--- src/rtl/scrambler_frame_ctrl_if.sv ---
// ============================================================================
// Module      : scrambler_frame_ctrl_if
// Description : Word stream bus for the scrambler frame controller. It carries
//               the plaintext input side and the scrambled output side.
// Revision    : 1.0 - initial release
// ============================================================================
`default_nettype none

interface scrambler_frame_ctrl_if #(
    parameter int DW = 12
) ();
    logic [DW-1:0] in_data;
    logic          in_valid;
    logic          in_ready;
    logic [DW-1:0] out_data;
    logic          out_valid;
    logic          out_ready;
    logic          out_last;

    // The master is the environment: it feeds plaintext and sinks scrambled words.
    modport master (
        output in_data, in_valid, out_ready,
        input  in_ready, out_data, out_valid, out_last
    );

    modport slave (
        input  in_data, in_valid, out_ready,
        output in_ready, out_data, out_valid, out_last
    );
endinterface

`default_nettype wire

--- src/rtl/scrambler_frame_ctrl.sv ---
// ============================================================================
// Module      : scrambler_frame_ctrl
// Description : Frame sequencer for a 43-bit, 12-bit-per-beat additive
//               scrambler. Optional macro SCR_BYPASS_EN adds a per-frame
//               bypass that passes plaintext through unscrambled.
// Revision    : 1.0 - initial release
// ============================================================================
`default_nettype none

module scrambler_frame_ctrl #(
    parameter int              DW           = 12,
    parameter int              SW           = 43,
    parameter int              LEN_W        = 16,
    parameter logic [SW-1:0]   SEED_DEFAULT = 43'h0000_0000_001
) (
    input  wire logic              clk,
    input  wire logic              rst,
    input  wire logic              i_start,
    input  wire logic              i_abort,
    input  wire logic [LEN_W-1:0]  i_frame_len,
    input  wire logic              i_cfg_seed_sel,
    input  wire logic [SW-1:0]     i_cfg_seed,
`ifdef SCR_BYPASS_EN
    input  wire logic              i_cfg_bypass,
`endif
    scrambler_frame_ctrl_if.slave  bus,
    output logic                   o_busy,
    output logic                   o_err_len0,
    output logic [SW-1:0]          o_state_q
);

    // Feedback taps of x^43 + x^27 + x^22 + x^5 + 1 in the shifted state.
    localparam int c_TAP_A = 5;
    localparam int c_TAP_B = 22;
    localparam int c_TAP_C = 27;

    typedef enum logic [1:0] {
        S_IDLE  = 2'd0,
        S_LOAD  = 2'd1,
        S_RUN   = 2'd2,
        S_DRAIN = 2'd3
    } state_t;

    state_t             r_state;
    state_t             w_state_nxt;
    logic [LEN_W-1:0]   r_len;
    logic [LEN_W-1:0]   r_cnt;
    logic [SW-1:0]      r_seed;
    logic [SW-1:0]      r_lfsr;
    logic [DW-1:0]      r_out_data;
    logic               r_out_valid;
    logic               r_out_last;
    logic               r_err_len0;

    logic               w_in_ready;
    logic               w_accept;
    logic               w_pop;
    logic               w_start_ok;
    logic               w_last_beat;
    logic [SW-1:0]      w_lfsr_step;
    logic [DW-1:0]      w_scr_word;
    logic [SW-1:0]      w_lfsr_adv;
    logic [DW-1:0]      w_out_word;

`ifdef SCR_BYPASS_EN
    logic               r_bypass;
    assign w_lfsr_adv = r_bypass ? r_lfsr       : w_lfsr_step;
    assign w_out_word = r_bypass ? bus.in_data  : w_scr_word;
`else
    assign w_lfsr_adv = w_lfsr_step;
    assign w_out_word = w_scr_word;
`endif

    // Abort gates in_ready so a word offered in the abort cycle is not consumed.
    assign w_in_ready  = (r_state == S_RUN) && !i_abort && (!r_out_valid || bus.out_ready);
    assign w_accept    = bus.in_valid && w_in_ready;
    assign w_pop       = r_out_valid && bus.out_ready;
    assign w_start_ok  = i_start && (i_frame_len != '0);
    assign w_last_beat = (r_cnt == (r_len - LEN_W'(1)));

    assign bus.in_ready  = w_in_ready;
    assign bus.out_data  = r_out_data;
    assign bus.out_valid = r_out_valid;
    assign bus.out_last  = r_out_last;
    assign o_busy        = (r_state != S_IDLE);
    assign o_err_len0    = r_err_len0;
    assign o_state_q     = r_lfsr;

    always_comb begin : g_scramble
        logic [SW-1:0] v_s;
        logic [SW-1:0] v_ns;
        logic          v_m;
        v_s        = r_lfsr;
        v_ns       = '0;
        v_m        = 1'b0;
        w_scr_word = '0;
        for (int i = 0; i < DW; i++) begin
            v_m           = v_s[SW-1];
            v_ns          = {v_s[SW-2:0], v_m ^ bus.in_data[i]};
            v_ns[c_TAP_A] = v_m ^ v_s[c_TAP_A-1];
            v_ns[c_TAP_B] = v_m ^ v_s[c_TAP_B-1];
            v_ns[c_TAP_C] = v_m ^ v_s[c_TAP_C-1];
            w_scr_word[i] = v_ns[0];
            v_s           = v_ns;
        end
        w_lfsr_step = v_s;
    end

    always_comb begin
        w_state_nxt = r_state;
        if (i_abort) begin
            w_state_nxt = S_IDLE;
        end else begin
            case (r_state)
                S_IDLE:  if (w_start_ok) w_state_nxt = S_LOAD;
                S_LOAD:  w_state_nxt = S_RUN;
                S_RUN:   if (w_accept && w_last_beat) w_state_nxt = S_DRAIN;
                S_DRAIN: if (w_pop) w_state_nxt = S_IDLE;
                default: w_state_nxt = S_IDLE;
            endcase
        end
    end

    always_ff @(posedge clk) begin
        if (rst) begin
            r_state <= S_IDLE;
        end else begin
            r_state <= w_state_nxt;
        end
    end

    always_ff @(posedge clk) begin
        if (rst) begin
            r_len       <= '0;
            r_cnt       <= '0;
            r_seed      <= '0;
            r_lfsr      <= '0;
            r_out_data  <= '0;
            r_out_valid <= 1'b0;
            r_out_last  <= 1'b0;
            r_err_len0  <= 1'b0;
`ifdef SCR_BYPASS_EN
            r_bypass    <= 1'b0;
`endif
        end else begin
            r_err_len0 <= (r_state == S_IDLE) && i_start && (i_frame_len == '0) && !i_abort;
            if (i_abort) begin
                r_out_valid <= 1'b0;
                r_out_last  <= 1'b0;
                r_cnt       <= '0;
            end else begin
                if ((r_state == S_IDLE) && w_start_ok) begin
                    r_len  <= i_frame_len;
                    r_seed <= i_cfg_seed_sel ? i_cfg_seed : SEED_DEFAULT;
`ifdef SCR_BYPASS_EN
                    r_bypass <= i_cfg_bypass;
`endif
                end
                if (r_state == S_LOAD) begin
                    r_lfsr <= r_seed;
                    r_cnt  <= '0;
                end
                if (w_accept) begin
                    r_lfsr      <= w_lfsr_adv;
                    r_out_data  <= w_out_word;
                    r_out_valid <= 1'b1;
                    r_out_last  <= w_last_beat;
                    r_cnt       <= w_last_beat ? '0 : r_cnt + LEN_W'(1);
                end else if (w_pop) begin
                    r_out_valid <= 1'b0;
                    r_out_last  <= 1'b0;
                end
            end
        end
    end

endmodule

`default_nettype wire

--- src/flat_wrapper.sv ---
// flat-port wrapper written by rule: the top's interface ports become plain ports
module scrambler_frame_ctrl_flat 
#(
    parameter int              DW           = 12,
    parameter int              SW           = 43,
    parameter int              LEN_W        = 16,
    parameter logic [SW-1:0]   SEED_DEFAULT = 43'h0000_0000_001
)
  (clk, rst, i_start, i_abort, i_frame_len, i_cfg_seed_sel, i_cfg_seed, o_busy, o_err_len0, o_state_q, bus_in_data, bus_in_valid, bus_out_ready, bus_in_ready, bus_out_data, bus_out_valid, bus_out_last);
  scrambler_frame_ctrl_if #(.DW(DW)) bus_i ();
  input  wire logic clk;
  input  wire logic rst;
  input  wire logic i_start;
  input  wire logic i_abort;
  input  wire logic [LEN_W-1:0] i_frame_len;
  input  wire logic i_cfg_seed_sel;
  input  wire logic [SW-1:0] i_cfg_seed;
  output logic o_busy;
  output logic o_err_len0;
  output logic [SW-1:0] o_state_q;
  input wire logic [$bits(bus_i.in_data)-1:0] bus_in_data;
  input wire logic [$bits(bus_i.in_valid)-1:0] bus_in_valid;
  input wire logic [$bits(bus_i.out_ready)-1:0] bus_out_ready;
  output wire logic [$bits(bus_i.in_ready)-1:0] bus_in_ready;
  output wire logic [$bits(bus_i.out_data)-1:0] bus_out_data;
  output wire logic [$bits(bus_i.out_valid)-1:0] bus_out_valid;
  output wire logic [$bits(bus_i.out_last)-1:0] bus_out_last;
  assign bus_i.in_data = bus_in_data;
  assign bus_i.in_valid = bus_in_valid;
  assign bus_i.out_ready = bus_out_ready;
  assign bus_in_ready = bus_i.in_ready;
  assign bus_out_data = bus_i.out_data;
  assign bus_out_valid = bus_i.out_valid;
  assign bus_out_last = bus_i.out_last;
  scrambler_frame_ctrl #(.DW(DW), .SW(SW), .LEN_W(LEN_W), .SEED_DEFAULT(SEED_DEFAULT)) u_core (.clk(clk), .rst(rst), .i_start(i_start), .i_abort(i_abort), .i_frame_len(i_frame_len), .i_cfg_seed_sel(i_cfg_seed_sel), .i_cfg_seed(i_cfg_seed), .bus(bus_i), .o_busy(o_busy), .o_err_len0(o_err_len0), .o_state_q(o_state_q));
endmodule
--- config.mk ---
export PLATFORM = sky130hd
export DESIGN_NAME = scrambler_frame_ctrl_flat
export DESIGN_NICKNAME = d
export VERILOG_FILES = /design/src/rtl/scrambler_frame_ctrl_if.sv /design/src/rtl/scrambler_frame_ctrl.sv /design/src/flat_wrapper.sv
export SDC_FILE = /design/constraint.sdc
export NUM_CORES = 1
export LEC_CHECK = 0
export ABC_AREA = 1
export ABC_CLOCK_PERIOD_IN_PS = 1900
export CORE_UTILIZATION = 45
export DETAILED_ROUTE_END_ITERATION = 12
export PLACE_DENSITY_LB_ADDON = 0.08
export SLEW_MARGIN = 20
export SYNTH_ARGS = -nofsm -noshare
export SYNTH_HDL_FRONTEND = slang
export SYNTH_SLANG_ARGS = --single-unit
--- constraint.sdc ---
create_clock -name clk -period 1.9 [get_ports clk]
set_input_delay 0.38 -clock clk [delete_from_list [all_inputs] [get_ports clk]]
set_output_delay 0.38 -clock clk [all_outputs]
set_load 0.01 [all_outputs]
After elaboration in Yosys (flattened, before gate mapping)
Cells that the tools add are included.
{"block": "word_totals", "ff_bits": 135, "input_bits": 78, "word_cells": 104}
{"block": "op_classes", "add_sub_neg": 2, "n_eq_ne": 7, "muxes": 13, "bitwise_logic": 49, "n_reduce_logical": 24}
{"cell": "2-to-1 mux 43 bit", "count": 3}
{"cell": "2-to-1 mux 16 bit", "count": 3}
{"cell": "XOR 1 bit", "count": 48}
{"cell": "adder 16 x 1 -> 16 bit (second input constant)", "count": 1}
{"cell": "== test 16 bit", "count": 1}
{"cell": "zero test 16 bit", "count": 1}
{"cell": "nonzero test 16 bit", "count": 1}
{"cell": "subtractor 16 x 1 -> 16 bit (second input constant)", "count": 1}
{"cell": "logical AND 1 bit", "count": 10}
{"cell": "case mux 2 bit (4 select lines)", "count": 1}
{"cell": "2-to-1 mux 2 bit", "count": 3}
{"cell": "AND reduction 2 bit", "count": 3}
{"cell": "nonzero test 2 bit", "count": 3}
{"cell": "== test 2 bit (second input constant)", "count": 2}
{"cell": "!= test 2 x 1 -> 1 bit (second input constant)", "count": 2}
{"cell": "2-to-1 mux 1 bit", "count": 3}
{"cell": "AND reduction 3 bit", "count": 1}
{"cell": "== test 2 x 1 -> 1 bit (second input constant)", "count": 1}
{"cell": "zero test 1 bit", "count": 2}
{"cell": "zero test 2 bit", "count": 1}
{"cell": "!= test 2 bit (second input constant)", "count": 1}
{"cell": "OR reduction 2 bit", "count": 1}
{"cell": "logical OR 1 bit", "count": 1}
{"cell": "NOT 1 bit", "count": 1}

Depth between registers and ports, before layout
Gate-level depths: netlist of run 1.
{"block": "depth", "ltp_word": 7, "ltp_mapped": 15, "ltp_nobuf": 15}

Worst setup path before layout of run 1
OpenSTA, ideal clock, no wires.
{"block": "synth_timing", "path_kind": "register to register", "start": "register u_core.r_state[0]", "end": "register u_core.r_lfsr[4] (netlist: u_core.o_state_q[4])", "setup_time_ns": 0.124, "arrival_time_ns": 1.662, "required_ns": 1.776, "slack_ns": 0.114, "stages_incl_launch_ff": 13, "path_buffers": 2, "synth_period_minus_slack_ns": 1.786, "cell_sequence": "dfxtp_1 > inv_1 > ha_1 > nand2_2 > nor2_4 > nand2_2 > inv_2 > or2_4 > inv_4 > nor2_4 > buf_6 > buf_6 > a31oi_2"}
{"block": "synth_via", "elab_chain_cells": 6, "word_cells_on_any_way": 8}
{"element": "start, declared", "line_no": "scrambler_frame_ctrl.sv:44", "source": "state_t r_state;"}
{"element": "start signal, assigned", "line_no": "scrambler_frame_ctrl.sv:128", "source": "r_state <= w_state_nxt;"}
{"element": "== test 2 bit *", "line_no": "scrambler_frame_ctrl.sv:75", "source": "assign w_in_ready = (r_state == S_RUN) && !i_abort && (!r_out_valid || bus.out_ready);"}
{"element": "logical AND 1 bit * (2 in series)", "line_no": "scrambler_frame_ctrl.sv:75"}
{"element": "named net bus_in_ready", "line_no": "flat_wrapper.sv:24", "source": "output wire logic [$bits(bus_i.in_ready)-1:0] bus_in_ready;"}
{"element": "logical AND 1 bit *", "line_no": "scrambler_frame_ctrl.sv:76", "source": "assign w_accept = bus.in_valid && w_in_ready;"}
{"element": "nonzero test 2 bit (no line)"}
{"element": "AND reduction 2 bit (no line)"}
{"element": "end signal, assigned", "line_no": "scrambler_frame_ctrl.sv:160", "source": "r_lfsr <= r_seed;"}
{"element": "end signal, assigned", "line_no": "scrambler_frame_ctrl.sv:164", "source": "r_lfsr <= w_lfsr_adv;"}
{"element": "end, declared", "line_no": "scrambler_frame_ctrl.sv:49", "source": "logic [SW-1:0] r_lfsr;"}
The timed path passes the listed nets; every way through them passes the cells marked *.
A chain may end at the register's enable or synchronous reset.

Worst setup path after layout of run 1
{"block": "layout_timing", "start": "register u_core.r_lfsr[17] (netlist: u_core.o_state_q[17])", "end": "output o_state_q[17]"}
{"element": "end, declared", "line_no": "flat_wrapper.sv:20", "source": "output logic [SW-1:0] o_state_q;"}
No word-level cell between the ends.

==> impl_metrics.env, run 1 <==
export IMPL_finish_instance_area_um2=9508
export IMPL_seq_area_um2=2716
export IMPL_grt_max_degree=68
export IMPL_worstMarginPinSlew_ns=0.5568
export IMPL_critPathMaxFanout=3
export IMPL_track_usage_pct=26.51
export IMPL_cp_cell_sequence="clkdlybuf4s50_1"
export IMPL_io_pins=138
export IMPL_antenna_left=0
export IMPL_final_cells=1271
export IMPL_synth_nets=1017
export IMPL_grt_overflow=0
export IMPL_synth_cell_area_um2=6910
export IMPL_initial_core_util_pct=46.84
export IMPL_p_leak_nw=3.625
export IMPL_rrSetupSlack_ns=0.08
export IMPL_fill_cells=1345
export IMPL_clk_latency_ns=0.42
export IMPL_rows=44
export IMPL_fin_crit_ns=1.851
export IMPL_p_per_area_nw_per_um2=857.6
export IMPL_rr_worst_depth=10
export IMPL_wl_met2_mm=10.25
export IMPL_synth_top_area_share_pct=39.11
export IMPL_regToRegStartpoint="u_core.r_len[1]"
export IMPL_cap_viol_max_count=0
export IMPL_finClkSkew_ns=0.007758
export IMPL_yosysWarnings=0
export IMPL_dr_first_iter_drc_count=438
export IMPL_p_total_mw=8.154
export IMPL_synth_area_leaders="dfxtp_1 39%, nand2_1 12%, a21oi_1 6.3%"
export IMPL_peakVddDrop_mv=0.6723
export IMPL_synth_cells=932
export IMPL_cpMaxStageDelayCell="clkdlybuf4s50_1"
export IMPL_end_kind="output port"
export IMPL_cp_start_kind="flop"
export IMPL_cts_htree_levels=4
export IMPL_max_freq_mhz=540.3
export IMPL_drt_met1_wl_mm=8.908
export IMPL_placedCellCount=1234
export IMPL_grt_pass1_wl_mm=32.67
export IMPL_critPathBufInv=1
export IMPL_drive_gt1_share_pct=16.84
export IMPL_cp_arrival_ns=1.47
export IMPL_cts_hold_buf=0
export IMPL_topRoutingLayerUsed="met4"
export IMPL_path_class="reg -> out"
export IMPL_wl_met3_um=852
export IMPL_fp_dieArea_um2=15860
export IMPL_avgSynthCellArea_um2=7.415
export IMPL_port_buffers=137
export IMPL_avgRoutedWirePerCell_um=16.22
export IMPL_drt_total_wl_mm=20.61
export IMPL_cts_buffers=17
export IMPL_dr_total_vias=6702
export IMPL_synth_top_area_cell="dfxtp_1"
export IMPL_area_growth_pct=37.59
export IMPL_n_antenna_cell=0
export IMPL_die_h_um=125.9
export IMPL_path_delay_family="buffers and inverters"
export IMPL_path_depth=1
export IMPL_r2r_end="u_core.r_cnt[6]"
export IMPL_finish_net_count=1159
export IMPL_dp_slack_ns=-0.2788
export IMPL_dpl_cell_area_um2=8675
export IMPL_cp_endpoint="o_state_q[17]"
export IMPL_worstPathRequired_ns=1.52
export IMPL_fin_ws_ns=0.04922
export IMPL_drt_pass1_iterations=4
export IMPL_clockBufferDepth=2
export IMPL_design_core_area_um2=14750
export IMPL_hold_viol=0
export IMPL_cts_sinks=135
export IMPL_maxSlewViolCount=0
export IMPL_min_period_over_period_pct=97.41
export IMPL_drc=0
export IMPL_multi_input_area_um2=3740
export IMPL_grt_pass1_vias=6314
export IMPL_hold_path_class="in -> reg"
export IMPL_routabilityCongestion=0.8723
export IMPL_yosysSeqAreaShare_pct=39.11
export IMPL_synth_seq_cells=135
export IMPL_run_status="finished clean"
export IMPL_clkTransAtPathRegs_ns=0.06
export IMPL_max_slew_margin_rel_pct=62.88
export IMPL_cp_startpoint="u_core.o_state_q[17]"
export IMPL_setup_viol=0
export IMPL_cts_tree="done"
export IMPL_die_x_um=125.9
export IMPL_ys_types=37
export IMPL_clockRootBuffer="clkbuf_16"
export IMPL_antenna_found_initial=0
export IMPL_cpPeakStageDelay_ns=0.60
export IMPL_avgViaCountPerCell=5.273
export IMPL_place_hpwl_mm=14.57
[kinds of logic after synthesis]
group	after synthesis	share of synthesized area, %
and+or+nand+nor	394	26.92
AOI/OAI and AO/OA	205	16.08
DFF	135	39.11
buffers and inverters	126	8.383
xor gates and xnor gates	65	8.238
adders and majority gates	7	1.267
[state kept, by name, indices dropped and copies added, names as in the netlist]
name and flops:
u_core.r_cnt 16, u_core.r_state 2, u_core.bus.out_valid 1, u_core.o_err_len0 1, u_core.bus.out_last 1, u_core.bus.out_data 12, u_core.o_state_q 43, u_core.r_len 16
u_core.r_seed 43
[placed cells by master, fill, tap and decap left out, types with 4 or more instances in the layout]
master / n
xnor2_1: 28
nand2_1: 213
clkbuf_16: 17
a31oi_1: 36
dfxtp_2: 11
ha_1: 4
a21oi_1: 87
o21ai_0: 33
nand2_2: 10
bufinv_16: 5
nor2_2: 9
xor2_1: 37
nor2_4: 12
buf_4: 51
nand4_1: 9
o21ai_1: 39
clkdlybuf4s50_1: 134
nand3_2: 10
nand4_2: 5
nand3_1: 62
dfxtp_1: 124
a21oi_2: 8
inv_1: 36
inv_2: 10
nor2_1: 45
buf_12: 11
nand3b_1: 5
[how the worst min path moves through the flow]
| stage | end | start | depth (start not counted) | slack, ns |
|---|---|---|---|---|
| after CTS | u_core.r_state[1] | rst | 5 | 0.38 |
| after global placement | u_core.r_seed[20] | u_core.r_seed[20] | 2 | 0.45 |
| after floorplan | u_core.r_seed[1] | u_core.r_seed[1] | 2 | 0.44 |
| after global routing | u_core.r_state[0] | rst | 5 | 0.40 |
| after detailed placement | u_core.r_seed[10] | u_core.r_seed[10] | 2 | 0.45 |
| final | u_core.r_state[1] | rst | 5 | 0.39 |
[cell type report]
class | instances | share of cell area (%)
clock buffer | 20 | 4.803
clock inverter | 12 | 2.079
inverter | 49 | 1.961
multi-input combinational | 671 | 39.33
sequential | 135 | 28.57
tap | 184 | 2.421
timing repair buffer | 200 | 20.83
[power breakdown]
part	switching, mW	internal [mW]	leakage [nW]
Clock	1.27	2.40	0.316
Sequential	0.143	2.96	1.10
Combinational	0.723	0.661	2.21
Total	2.14	6.02	3.62
[routing by layer]
layer  up-vias  track usage [%]
met3        37            4.630
met5         -                0
li1       3358                -
met1      3133            32.90
met2       174            45.37
met4         0            10.91
[Yosys cell counts, drive strengths merged]
| library cell | instances |
|---|---|
| nor4 | 6 |
| nand4 | 15 |
| inv | 47 |
| nor2 | 66 |
| o21ai | 72 |
| buf | 39 |
| clkinv | 2 |
| nand3b | 5 |
| or2 | 1 |
| xnor2 | 28 |
| dfxtp | 135 |
| a31oi | 37 |
| clkbuf | 38 |
| nand2 | 224 |
| a21oi | 95 |
| ha | 7 |
| nand3 | 73 |
| and2 | 1 |
| nor3 | 3 |
| xor2 | 37 |
| a22oi | 1 |
[timing repair]
item	CTS	global route
gates resized for setup	13	32
setup buffers	3	2
endpoints found under the setup margin	10	21
pin swaps	0	11
[stage by stage]
step,TNS (ns),utilization (%),hold WS (ns)
after CTS,0,63.65,0.3783
after global routing,-0.1765,64.44,0.3982
final,0,64.44,0.3884
after detailed placement,-18.44,58.79,0.4549
after global placement,-15.08,58.79,0.4527
after floorplan,0,-,0.4445
No activity file was read; power rests on OpenSTA's default activity.
==> run 2, diff against run 1 <==
--- a/config.mk
+++ b/config.mk
@@ -7,7 +7,7 @@
 export LEC_CHECK = 0
 export ABC_AREA = 1
 export ABC_CLOCK_PERIOD_IN_PS = 1900
-export CORE_UTILIZATION = 45
+export CORE_UTILIZATION = 47
 export DETAILED_ROUTE_END_ITERATION = 12
 export PLACE_DENSITY_LB_ADDON = 0.08
 export SLEW_MARGIN = 20
==> impl_metrics.env, run 2 (same netlist as run 1, synthesis figures left out) <==
export IMPL_p_sw_mw=2.158
export IMPL_cts_buffers=17
export IMPL_final_cell_mix="210 x nand2_1, 134 x clkdlybuf4s50_1, 125 x dfxtp_1"
export IMPL_drive_gt1_share_pct=16.64
export IMPL_cp_start_kind="flop"
export IMPL_clockRootBuffer="clkbuf_16"
export IMPL_cts_htree_levels=4
export IMPL_cp_cell_sequence="inv_2 > ha_4 > nand2_2 > nor2_4 > nand2_4 > inv_2 > or2_4 > inv_4 > nor2_4 > buf_12 > buf_12 > o21ai_0 > a21oi_2"
export IMPL_cts_tree="done"
export IMPL_design_core_area_um2=14100
export IMPL_grt_overflow=0
export IMPL_clockBufferDepth=2
export IMPL_routabilityCongestion=0.8958
export IMPL_min_period_over_period_pct=97.56
export IMPL_rsz0062_at_grt="yes"
export IMPL_grt_pass1_vias=6178
export IMPL_worstMarginPinSlew_ns=0.3989
export IMPL_combPwrFrac_pct=17.8
export IMPL_fp_dieArea_um2=15190
export IMPL_cts_hold_buf=0
export IMPL_cp_arrival_ns=2.15
export IMPL_maxSlewViolCount=0
export IMPL_clk_latency_ns=0.41
export IMPL_setup_viol=0
export IMPL_cts_sinks=135
export IMPL_avgViaCountPerCell=5.319
export IMPL_cpMaxStageDelayCell="dfxtp_2"
export IMPL_switching_share_pct=27.46
export IMPL_critPathBufInv=5
export IMPL_final_cells=1268
export IMPL_cpPeakStageDelay_ns=0.35
export IMPL_hold_path_class="reg -> reg"
export IMPL_die_x_um=123.3
export IMPL_placedCellCount=1233
export IMPL_drt_total_wl_mm=20.94
export IMPL_grt_pass1_wl_mm=31.78
export IMPL_hold_slack_ns=0.4630
export IMPL_dp_slack_ns=-0.3534
export IMPL_peakVddDrop_mv=0.6693
export IMPL_dpl_cell_area_um2=8655
export IMPL_place_hpwl_mm=14.91
export IMPL_finClkSkew_ns=0.006538
export IMPL_layout_commonest_cell="nand2_1"
export IMPL_run_status="finished clean"
export IMPL_finish_instance_area_um2=9457
export IMPL_critPathMaxFanout=18
export IMPL_power_frac_seq_pct=39.4
export IMPL_initial_core_util_pct=49.02
export IMPL_port_buffers=137
export IMPL_rows=43
export IMPL_hold_viol=0
export IMPL_p_leak_nw=3.605
export IMPL_clkTransAtPathRegs_ns=0.06
export IMPL_final_core_util_pct=67.09
export IMPL_io_pins=138
export IMPL_die_h_um=123.3
export IMPL_p_total_mw=7.857
export IMPL_path_delay_family="simple AND/OR/NAND/NOR gates"
export IMPL_max_freq_mhz=539.5
export IMPL_fin_crit_ns=1.854
export IMPL_max_slew_margin_rel_pct=73.40
export IMPL_area_growth_pct=36.85
export IMPL_p_int_mw=5.699
export IMPL_clock_power_share_pct=42.7
export IMPL_path_class="reg -> reg"
export IMPL_fin_ws_ns=0.04640
export IMPL_dr_first_iter_drc_count=428
export IMPL_fin_tns_setup_ns=0
export IMPL_end_kind="flop"
export IMPL_worstPathRequired_ns=2.20
export IMPL_finish_net_count=1160
export IMPL_drc=0
export IMPL_drt_pass1_iterations=5
export IMPL_track_usage_pct=27.84
export IMPL_dr_total_vias=6744
export IMPL_antenna_found_initial=0
export IMPL_n_antenna_cell=0
export IMPL_grt_max_degree=44
export IMPL_avgRoutedWirePerCell_um=16.51
export IMPL_antenna_left=0
export IMPL_cap_viol_max_count=0
export IMPL_p_per_area_nw_per_um2=830.8
==> run 2: cell count changes in the layout (fill, tap and decap cells not counted), moves of 2 or more <==
cell       change
bufinv_16      -3
nor2_2         -2
nand2_4        +3
buf_12         -3
buf_4          +2
clkbuf_8       +2
nor2_1         +3
dfxtp_2        -2
nand2_1        -3
==> run 2: area by class of cell <==
| class | instances | area [um2] |
|---|---|---|
| fill | 1240 | 4639 |
| multi-input combinational | 672 | 3762 |
| sequential | 135 | 2718 |
| timing repair buffer | 200 | 1959 |
| clock buffer | 23 | 488.0 |
| tap | 180 | 225.2 |
| inverter | 49 | 188.9 |
| clock inverter | 9 | 115.1 |
==> run 2: power groups by stage <==
stage | combinational [mW] | sequential, mW | clock [mW]
finish | 1.40 | 3.10 | 3.36
global placement | 1.29 | 3.15 | 0
floorplan | 0.785 | 3.12 | 0
global route | 1.53 | 3.11 | 3.50
detailed placement | 1.31 | 3.14 | 0
CTS | 1.34 | 3.09 | 3.38
==> run 2: worst reg2reg max path, cell delays in order (launching register included) <==
cell     delay [ns]
dfxtp_2        0.35
inv_2          0.06
ha_4           0.17
nand2_2        0.09
nor2_4         0.04
nand2_4        0.08
inv_2          0.04
or2_4          0.23
inv_4          0.06
nor2_4         0.05
buf_12         0.13
buf_12         0.14
o21ai_0        0.24
a21oi_2        0.05
==> run 2: layer usage <==
| layer | up-vias | wire, um | GRT usage, % |
|---|---|---|---|
| li1 | 3374 | - | - |
| met1 | 3109 | 8792 | 33.52 |
| met2 | 226 | 10500 | 49.09 |
| met3 | 35 | 1134 | 5.443 |
| met4 | 0 | 510 | 9.789 |
| met5 | - | 0 | 0 |
==> run 2: repair_timing <==
action / in CTS / in global routing
gates resized for setup: 10 / 38
pin swaps: 2 / 16
cloned: 1 / 1
buffers inserted: 0 / 1
setup endpoints to repair: 25 / 115
==> run 2: path summary, 6_finish.rpt <==
check | from | to | slack, ns | cells past startpoint
min | u_core.r_seed[42] | u_core.r_seed[42] | 0.46 | 2
max reg2reg | u_core.r_state[0] | u_core.o_state_q[27] | 0.05 | 13
min reg2reg | u_core.r_seed[42] | u_core.r_seed[42] | 0.46 | 2
max | u_core.r_state[0] | u_core.o_state_q[27] | 0.05 | 13
==> run 3, diff against run 2 <==
==> constraint.sdc (replaced) <==
create_clock -name clk -period 1.9 [get_ports clk]
set_input_delay 0.38 -clock clk [delete_from_list [all_inputs] [get_ports clk]]
set_output_delay 0.38 -clock clk [all_outputs]
set_load 0.005 [all_outputs]
==> impl_metrics.env, run 3 (same netlist as run 1, synthesis figures left out) <==
export IMPL_max_slew_margin_rel_pct=72.38
export IMPL_initial_core_util_pct=49.02
export IMPL_cts_buffers=17
export IMPL_routabilityCongestion=0.8620
export IMPL_clkTransAtPathRegs_ns=0.06
export IMPL_avgRoutedWirePerCell_um=17.08
export IMPL_drc=0
export IMPL_dpl_cell_area_um2=8717
export IMPL_layout_commonest_cell="nand2_1"
export IMPL_fin_crit_ns=1.867
export IMPL_clockBufferDepth=2
export IMPL_p_per_area_nw_per_um2=841.7
export IMPL_hold_viol=0
export IMPL_placedCellCount=1233
export IMPL_final_cells=1277
export IMPL_avgViaCountPerCell=5.443
export IMPL_cts_hold_buf=0
export IMPL_peakVddDrop_mv=0.5768
export IMPL_combPwrFrac_pct=18.1
export IMPL_cts_htree_levels=4
export IMPL_cts_sinks=135
export IMPL_design_core_area_um2=14100
export IMPL_power_frac_seq_pct=38.2
export IMPL_dr_total_vias=6951
export IMPL_run_status="finished clean"
export IMPL_grt_max_degree=44
export IMPL_grt_overflow=0
export IMPL_min_period_over_period_pct=98.28
export IMPL_clk_latency_ns=0.42
export IMPL_grt_busiest_layer="met2"
export IMPL_setup_viol=0
export IMPL_critPathMaxFanout=7
export IMPL_dr_first_iter_drc_count=590
export IMPL_place_hpwl_mm=15.35
export IMPL_p_sw_mw=2.170
export IMPL_cpMaxStageDelayCell="dfxtp_2"
export IMPL_path_class="reg -> reg"
export IMPL_die_x_um=123.3
export IMPL_track_usage_pct=29.08
export IMPL_area_growth_pct=39.53
export IMPL_die_h_um=123.3
export IMPL_cpPeakStageDelay_ns=0.35
export IMPL_use_met1_pct=34.19
export IMPL_drive_gt1_share_pct=17.41
export IMPL_fin_tns_setup_ns=0
export IMPL_port_buffers=137
export IMPL_path_common_cell="nor2_4"
export IMPL_cp_arrival_ns=2.18
export IMPL_finish_instance_area_um2=9642
export IMPL_cp_cell_sequence="nor2_4 > nand2_2 > nor2_4 > nand2_1 > nand2_1 > nand4_2 > nor2_4 > nand4_4 > nand2_4 > nand3_2 > nand2_2 > nor2_1"
export IMPL_antenna_left=0
export IMPL_rows=43
export IMPL_io_pins=138
export IMPL_clockRootBuffer="clkbuf_16"
export IMPL_rsz0062_at_grt="yes"
export IMPL_clock_power_share_pct=43.7
export IMPL_n_antenna_cell=0
export IMPL_drt_total_wl_mm=21.81
export IMPL_p_total_mw=8.115
export IMPL_grt_pass1_wl_mm=33.18
export IMPL_p_leak_nw=3.694
export IMPL_grt_pass1_vias=6512
export IMPL_cap_viol_max_count=0
export IMPL_finish_net_count=1169
export IMPL_max_freq_mhz=535.5
export IMPL_final_cell_mix="211 x nand2_1, 134 x clkdlybuf4s50_1, 123 x dfxtp_1"
export IMPL_cts_tree="done"
export IMPL_drt_pass1_iterations=7
export IMPL_finClkSkew_ns=0.007097
export IMPL_maxSlewViolCount=0
export IMPL_switching_share_pct=26.74
export IMPL_use_met3_pct=5.489
export IMPL_end_kind="flop"
export IMPL_cp_start_kind="flop"
export IMPL_gr_usage_met2_pct=51.33
export IMPL_hold_path_class="in -> reg"
export IMPL_p_int_mw=5.945
export IMPL_fp_dieArea_um2=15190
export IMPL_worstMarginPinSlew_ns=0.4143
export IMPL_antenna_found_initial=0
export IMPL_worstPathRequired_ns=2.22
-- run 3: changes by cell type in the layout (fill, tap and decap cells not counted), sizes merged --
cell    previous run  this run
inv               50        47
clkinv             5         8
clkbuf            24        23
bufinv             2         4
buf               63        71
-- run 3: final cells by class --
| type | instances | area [um2] |
|---|---|---|
| Multi-Input combinational cell | 672 | 3772 |
| Timing Repair Buffer | 209 | 2102 |
| Sequential cell | 135 | 2720 |
| Fill cell | 1218 | 4454 |
| Clock inverter | 11 | 172.7 |
| Inverter | 49 | 188.9 |
| Tap cell | 180 | 225.2 |
| Clock buffer | 21 | 460.4 |
-- run 3: worst paths after layout --
path / startpoint / end / slack (ns) / depth (start not counted)
max: u_core.r_len[4] / u_core.r_state[1] / 0.03 / 12
min: rst / u_core.r_seed[4] / 0.23 / 2
max reg2reg: u_core.r_len[4] / u_core.r_state[1] / 0.03 / 12
min reg2reg: u_core.bus.out_data[11] / u_core.bus.out_data[11] / 0.46 / 2
-- run 3: what timing repair did --
item / 4_1_cts / 5_1_grt
setup endpoints to repair: 22 / 29
pin swaps: 5 / 25
cloned: 1 / 2
setup buffers: 2 / 7
hold endpoints to repair: 0 / 0
gates resized for setup: 16 / 39
-- run 3: layer usage --
| layer | part of all wire [%] | vias up | routed length (um) |
|---|---|---|---|
| met3 | 5.2 | 59 | 1140 |
| met1 | 40 | 3242 | 8783 |
| li1 | - | 3392 | - |
| met4 | 4.0 | 0 | 874 |
| met5 | 0 | - | 0 |
| met2 | 50 | 258 | 11010 |
-- run 3: metrics by stage --
| stage | hold WS, ns | worst slack, ns | util (%) |
|---|---|---|---|
| 5_1_grt | 0.2148 | -0.1367 | 68.40 |
| 2_1_floorplan | 0.4445 | 0.1374 | - |
| 3_5_place_dp | 0.4543 | -0.3370 | 61.84 |
| 4_1_cts | 0.2174 | -0.02522 | 66.91 |
| 6_report | 0.2274 | 0.03272 | 68.40 |
| 3_3_place_gp | 0.4529 | -0.2654 | 61.84 |
-- run 3: critical path: cells and delay by family, from the launching register on --
kind          cells  cell delay (ns)
flops             1             0.35
simple gates     12             1.40
-- run 3: power by group through the flow --
stage          registers (mW)  logic [mW]  clock network [mW]
2_1_floorplan            3.10       0.779                   0
3_3_place_gp             3.14        1.30                   0
3_5_place_dp             3.14        1.32                   0
4_1_cts                  3.09        1.37                3.56
5_1_grt                  3.11        1.60                3.69
6_report                 3.10        1.47                3.55
